[src/rtl/hd_transfer_controller.sv]
// Initiator-side block-transfer controller for the track/sector hard-drive model.
// Moves a run of consecutive 32-bit words between the drive and main memory,
// one word per clock, in either direction, then pulses done for one cycle.
module hd_transfer_controller #(
    parameter int TRACK_COUNT  = 128,
    parameter int SECTOR_COUNT = 16384,
    parameter int MEM_ADDR_W   = 10,
    parameter int LEN_W        = 16
) (
    input  logic                  clock,
    input  logic                  reset,
    input  logic                  cmd_start,
    input  logic                  cmd_dir,
    input  logic [6:0]            cmd_track,
    input  logic [13:0]           cmd_sector,
    input  logic [MEM_ADDR_W-1:0] cmd_mem_addr,
    input  logic [LEN_W-1:0]      cmd_length,
    output logic                  busy,
    output logic                  done,
    output logic                  error,
    output logic [LEN_W-1:0]      xfer_count,
    output logic [6:0]            track,
    output logic [13:0]           sector,
    output logic [31:0]           data_write,
    output logic                  flag_write_hd,
    input  logic [31:0]           output_hard_drive,
    output logic [MEM_ADDR_W-1:0] mem_addr,
    output logic [31:0]           mem_data_write,
    output logic                  mem_write_enable,
    input  logic [31:0]           mem_data_read
);

    typedef enum logic [1:0] {
        ST_IDLE  = 2'd0,
        ST_LOAD  = 2'd1,
        ST_STORE = 2'd2,
        ST_DONE  = 2'd3
    } state_t;

    // Last valid drive coordinates; reaching them makes the address wrap.
    localparam logic [6:0]  TRACK_LAST  = 7'(TRACK_COUNT - 1);
    localparam logic [13:0] SECTOR_LAST = 14'(SECTOR_COUNT - 1);

    state_t                  state_q, state_d;
    logic [6:0]              track_q, track_d;
    logic [13:0]             sector_q, sector_d;
    logic [MEM_ADDR_W-1:0]   mem_addr_q, mem_addr_d;
    logic [LEN_W-1:0]        remain_q, remain_d;
    logic [LEN_W-1:0]        xfer_count_q, xfer_count_d;
    logic                    error_q, error_d;

    logic                    cmd_in_range;
    logic [6:0]              track_next;
    logic [13:0]             sector_next;

    // Command address check against the configured drive geometry.
    always_comb begin
        cmd_in_range = (32'(cmd_track) < 32'(TRACK_COUNT)) &&
                       (32'(cmd_sector) < 32'(SECTOR_COUNT));
    end

    // Next drive address: sector-major, carrying into the track and wrapping at the end of the drive.
    always_comb begin
        track_next  = track_q;
        sector_next = sector_q + 14'd1;
        if (sector_q == SECTOR_LAST) begin
            sector_next = 14'd0;
            if (track_q == TRACK_LAST) begin
                track_next = 7'd0;
            end else begin
                track_next = track_q + 7'd1;
            end
        end
    end

    // State and datapath registers; asynchronous reset clears everything so strobes drop at once.
    always_ff @(posedge clock or posedge reset) begin
        if (reset) begin
            state_q      <= ST_IDLE;
            track_q      <= 7'd0;
            sector_q     <= 14'd0;
            mem_addr_q   <= '0;
            remain_q     <= '0;
            xfer_count_q <= '0;
            error_q      <= 1'b0;
        end else begin
            state_q      <= state_d;
            track_q      <= track_d;
            sector_q     <= sector_d;
            mem_addr_q   <= mem_addr_d;
            remain_q     <= remain_d;
            xfer_count_q <= xfer_count_d;
            error_q      <= error_d;
        end
    end

    // Next-state and register update: command acceptance in IDLE, one word per cycle while transferring.
    always_comb begin
        state_d      = state_q;
        track_d      = track_q;
        sector_d     = sector_q;
        mem_addr_d   = mem_addr_q;
        remain_d     = remain_q;
        xfer_count_d = xfer_count_q;
        error_d      = error_q;
        case (state_q)
            ST_IDLE: begin
                if (cmd_start) begin
                    xfer_count_d = '0;
                    if (!cmd_in_range) begin
                        // Rejected: report through the sticky error flag, no strobes.
                        error_d = 1'b1;
                        state_d = ST_DONE;
                    end else if (cmd_length == '0) begin
                        // Empty but legal: completes immediately without error.
                        error_d = 1'b0;
                        state_d = ST_DONE;
                    end else begin
                        error_d    = 1'b0;
                        track_d    = cmd_track;
                        sector_d   = cmd_sector;
                        mem_addr_d = cmd_mem_addr;
                        remain_d   = cmd_length;
                        state_d    = cmd_dir ? ST_STORE : ST_LOAD;
                    end
                end
            end
            ST_LOAD, ST_STORE: begin
                xfer_count_d = xfer_count_q + LEN_W'(1);
                remain_d     = remain_q - LEN_W'(1);
                mem_addr_d   = mem_addr_q + MEM_ADDR_W'(1);
                track_d      = track_next;
                sector_d     = sector_next;
                if (remain_q == LEN_W'(1)) begin
                    state_d = ST_DONE;
                end
            end
            ST_DONE: begin
                state_d = ST_IDLE;
            end
            default: begin
                state_d = ST_IDLE;
            end
        endcase
    end

    // Outputs decoded from state; data paths are gated so strobe and data are valid in the same cycle.
    always_comb begin
        busy             = (state_q != ST_IDLE);
        done             = (state_q == ST_DONE);
        error            = error_q;
        xfer_count       = xfer_count_q;
        track            = track_q;
        sector           = sector_q;
        mem_addr         = mem_addr_q;
        mem_write_enable = 1'b0;
        mem_data_write   = 32'd0;
        flag_write_hd    = 1'b0;
        data_write       = 32'd0;
        if (state_q == ST_LOAD) begin
            mem_write_enable = 1'b1;
            mem_data_write   = output_hard_drive;
        end
        if (state_q == ST_STORE) begin
            flag_write_hd = 1'b1;
            data_write    = mem_data_read;
        end
    end

endmodule

[config.mk]
export PLATFORM = sky130hd
export DESIGN_NAME = hd_transfer_controller
export DESIGN_NICKNAME = d
export VERILOG_FILES = /design/src/rtl/hd_transfer_controller.sv
export SDC_FILE = /design/constraint.sdc
export NUM_CORES = 1
export LEC_CHECK = 0
export ABC_AREA = 1
export CELL_PAD_IN_SITES_DETAIL_PLACEMENT = 0
export CELL_PAD_IN_SITES_GLOBAL_PLACEMENT = 1
export CORE_AREA = 3 3 153 118
export CTS_CLUSTER_DIAMETER = 60
export CTS_CLUSTER_SIZE = 10
export DETAILED_ROUTE_END_ITERATION = 8
export DIE_AREA = 0 0 156 121
export PLACE_DENSITY_LB_ADDON = 0.08
export SYNTH_ARGS = -nofsm -noshare
export SYNTH_HDL_FRONTEND = slang
export SYNTH_SLANG_ARGS = --single-unit
export TNS_END_PERCENT = 50
[constraint.sdc]
create_clock -name clock -period 5.9 [get_ports clock]
set_input_delay 0.885 -clock clock [delete_from_list [all_inputs] [get_ports clock]]
set_output_delay 0.885 -clock clock [all_outputs]
set_load 0.01 [all_outputs]
# == Word level (Yosys, flattened, before mapping) ==
# Cells that the tools add are included.
# word_totals
register_bits,65
inputBits,115
output_inout_bits,116
wordCells,56
# classes
add_sub_neg,5
n_eq_ne,10
n_mux,26
reduce_logical,9
# op_table
cell,count
32-bit 2-to-1 mux,2
16-bit case mux with 2 select lines,2
16-bit 2-to-1 mux,3
14-bit 2-to-1 mux,3
7-bit 2-to-1 mux,4
14-bit case mux with 2 select lines,1
10-bit 2-to-1 mux,2
10-bit case mux with 2 select lines,1
"16-bit by 1-bit adder with 16-bit output, second input constant",1
"16-bit by 1-bit equality test with 1-bit output, second input constant",1
16-bit zero test,1
"16-bit by 1-bit subtractor with 16-bit output, second input constant",1
"14-bit by 1-bit adder with 14-bit output, second input constant",1
"14-bit equality test, second input constant",1
7-bit case mux with 2 select lines,1
"10-bit by 1-bit adder with 10-bit output, second input constant",1
2-bit 2-to-1 mux,4
"2-bit != test, second input constant",4
"7-bit by 1-bit adder with 7-bit output, second input constant",1
"7-bit equality test, second input constant",1
2-bit case mux with 3 select lines,1
"2-bit equality test, second input constant",2
2-bit AND reduction,2
4-bit AND reduction,1
other kinds (6),8

# == Depth between registers and ports, before layout ==
# depth
word_depth,4
mapped_depth,11
depth_no_buf,10

# == Worst setup path before layout ==
# Ideal clock, no wire load.
# synth_timing
path_type,register -> output
start,reg state_q[0]
end,out data_write[10]
arrival_ns,1.185
required_ns,5.015
slack_ns,3.830
stages_incl_launch_ff,6
path_buffers,1
cell_sequence,dfrtp_1 -> inv_1 -> ha_1 -> clkbuf_1 -> nand2_1 -> inv_1
# synth_via
elab_chain_cells,2
# synth_rtl
item,line_no,text
from (decl),44,"state_t state_q, state_d;"
from (signal assigned),87,state_q <= state_d;
2-bit equality test,164,if (state_q == ST_STORE) begin
32-bit 2-to-1 mux,164,
to (decl),24,"output logic [31:0] data_write,"
# No other way between the ends.

# == Final worst setup path ==
# layout_timing
start,reg state_q[0]
end,out data_write[6]
# The elaborated chain is that of the path after synthesis.

==> run summary <==
The run finished with clean final reports. The max-slew violation count came out at 0. Sorting the synthesized cells by area gives the leading types as dfrtp_1 33%, nand2_1 24%, inv_1 8.9%. The post-route clock period utilization is 58.23%. The region available for standard cell placement spans 16,670 um2. The number of global-route vias before repair came to 5,299.

The fmax is 291.1 MHz. The die footprint is 18,880 um2. The clock sink count is 65. The count of max-cap constraint violations is 0. The post-CTS clock slew at the launch and capture registers of the worst setup and hold paths is 0.06 ns.

Input and output buffers added on the ports amount to 229. The post-synthesis area per instance is 6.060 um2. Total power for the finished layout comes to 3925 uW. In this run the most critical hold path is launched from remain_q[14].

The residual antenna-violating net count after detailed routing came out at 0. The detailed router finished its first iteration with 434 violations. The sequential element share of the synthesized area is 32.66%. The clock insertion delay at the later pin of the skew report came out at 0.34 ns.

The height of the die came out at 121 um. The setup slack of the critical path after layout came out at 2.464 ns. The net count after synthesis came out at 947. The power density relative to cell area is 504.3 nW/um2. The wire length of the first global-routing pass is 28,370 um.

The most common cell in the synthesized netlist is nand2_1. The setup fix buffers added after clock tree synthesis came out at 0. The warning count from the yosys run came out at 0. The sum of overflow across all layers after global routing is 0. The worst setup path is of the reg2out kind. The worst setup path is captured at a primary output. The synthesized design spends more area on one cell type than any other, namely dfrtp_1. The total wire length after detailed routing is 17,930 um. After the last flow step, the layout net total stands at 1,162. The peak supply drop came out at 0.2801 mV.

For this run, asynchronously set or reset flops after synthesis account for 100.0%. The number of instances in the synthesized netlist came out at 822. TritonCTS built the clock tree. The number of synthesized register bits is 65. The maximum net fanout on the critical path is 33. The via count of the routed design is 5,578. The number of library cell types mapped by synthesis came out at 40. The count of endpoints failing hold in the final timing report came out at 0. The critical path goes through inv_1, ha_1, nand2_1, inv_1, clkdlybuf4s50_1. The final HPWL from detailed placement came out at 13,640 um. For the final routed database, the setup TNS stands at 0 ns. For this run, design rule violations remaining after detail routing come to 0. The most critical setup path has its startpoint at state_q[0]. The first TritonRoute pass finished after 4 iterations. The worst register-to-register path begins at state_q[0]. The type of the worst min-delay path is reg2reg.

The diode insertion count for antenna repair is 0. The relative slew slack came out at 22.70%. Setup repair after global routing left no endpoint under its margin. The total routing resource utilization after global routing came out at 18.86%.

The quantity of gates resized following cts came out at 0. The maximum buffer depth of the clock tree is 2. The minimum setup slack after placement came out at 2.729 ns. The maximum number of pins on one net before global-route repair is 58. The H-tree was split into 3 levels. In the final routed layout, each cell accounts on average for 14.27 um. Yosys mapped a number of flops with a built-in enable equal to 0.

The data arrival time of the critical path is 2.55 ns. Counting I/O delays and the setup requirement, the final critical path takes 3.436 ns. After synthesis, the most frequently instantiated cells are 322 x nand2_1, 118 x inv_1, 102 x nor2_1. For this run, the slowest stage of the critical path takes 0.91 ns. The worst setup path is launched from a flip-flop. The horizontal die dimension came out at 156 um. The main flop type after synthesis is dfrtp_1. The tree is rooted in a clkbuf_16.

The number of antenna violations at the first check in global routing came out at 0. The number of standard-cell rows in the floorplan is 41. The top-area cell type share of the netlist area came out at 32.66%.

The routability congestion estimate is 0.8292. On the critical path, the stage with the largest delay is an instance of ha_1. The worst hold margin came out at 0.5082 ns. After detailed routing, the number of vias per cell comes to 4.438. The final-report setup violation count is 0. The ratio of cells with drive above 1 in the final layout is 4.511%.

The final worst clock skew is 0.01047 ns. The number of I/O pins came out at 231. The initial utilization of the core area, before any placement, comes to 29.88%. The cell area that synthesis handed to floorplanning was 4981 um2. The number of filler instances in the final layout is 1,730. The leakage power is 0.003936 uW. The area growth from synthesis to layout is 56.24%.

The number of buffers created by CTS is 9. For the worst setup path, the data required time is 5.02 ns. The worst-margin pin slew is 1.159 ns.

The most numerous cell type found on the critical path is inv_1. In this run, post-CTS hold repair placed 0 buffers.
## where the power goes
part,internal (uW),switching (uW)
clock network,437,205
registers,645,253
logic,989,1400
total,2070,1850
## per-stage QoR
step	instances	area (um2)	util, %
5_1_grt	1257	7782	46.68
6_report	1257	7782	46.68
3_5_place_dp	1241	7427	44.55
3_3_place_gp	1241	7427	44.55
4_1_cts	1257	7782	46.68
2_1_floorplan	822	4981	-
## logic make-up after synthesis
kind of cell    share of synthesized area (%)
simple gates                            43.31
buf+inv                                 12.16
flops                                   32.66
compound gates                          7.109
fa+ha+maj                               2.512
xor+xnor                                1.582
mux                                    0.6029
other cells                           0.07529
## worst paths after layout
kind / end / slack, ns / cells past startpoint
worst min-delay path: remain_q[14] / 0.51 / 2
worst min register to register: remain_q[14] / 0.51 / 2
worst max register to register: sector[9] / 3.30 / 9
worst max-delay path: data_write[6] / 2.46 / 5
max in group asynchronous: remain_q[6] / 3.96 / 3
min in group asynchronous: xfer_count[8] / 0.94 / 2
## critical path, delay by kind of cell (launching register included)
family        cells  cell delay [ns]
fa+ha+maj         1             0.91
buf+inv           3             0.74
flops             1             0.39
simple gates      1             0.16
## layout make-up
type,count,area (um2),area share [%]
timing repair buffer,231,2307,29.65
clock buffer,12,256.5,3.296
inverter,124,465.4,5.981
tap,215,269.0,3.457
clock inverter,4,98.84,1.270
multi-input combinational,606,2759,35.45
sequential,65,1627,20.90
## cells in the final DEF, fill, tap and decap left out, types with 2 or more instances in the layout
cell               n
nand2_1          322
clkdlybuf4s50_1  229
inv_1            117
nor2_1           102
dfrtp_1           65
nand3_1           53
o21ai_1           20
nand4_1           16
o21ai_0           13
a21oi_1           11
ha_1               9
clkbuf_16          9
nand2_2            7
nor3_1             7
inv_2              6
xnor2_1            5
o21ai_2            4
nand3b_1           4
xor2_1             4
mux2i_1            3
or2_2              3
bufinv_16          3
nor2_2             2
a31o_2             2
nor2_4             2
o31ai_1            2
o211ai_1           2
o21a_1             2
clkbuf_8           2
buf_4              2
## routing by layer
layer  track usage [%]  part of all wire [%]
met5                 0                     0
met4             3.309                  0.79
met3             5.383                   6.4
met2             30.41                    45
met1             25.52                    48
## registers in the layout (all words and copies together) (netlist names)
name / cells
remain_q: 16
xfer_count: 16
sector: 14
mem_addr: 10
track: 7
state_q: 2
Power figures use the tool's default switching activity.
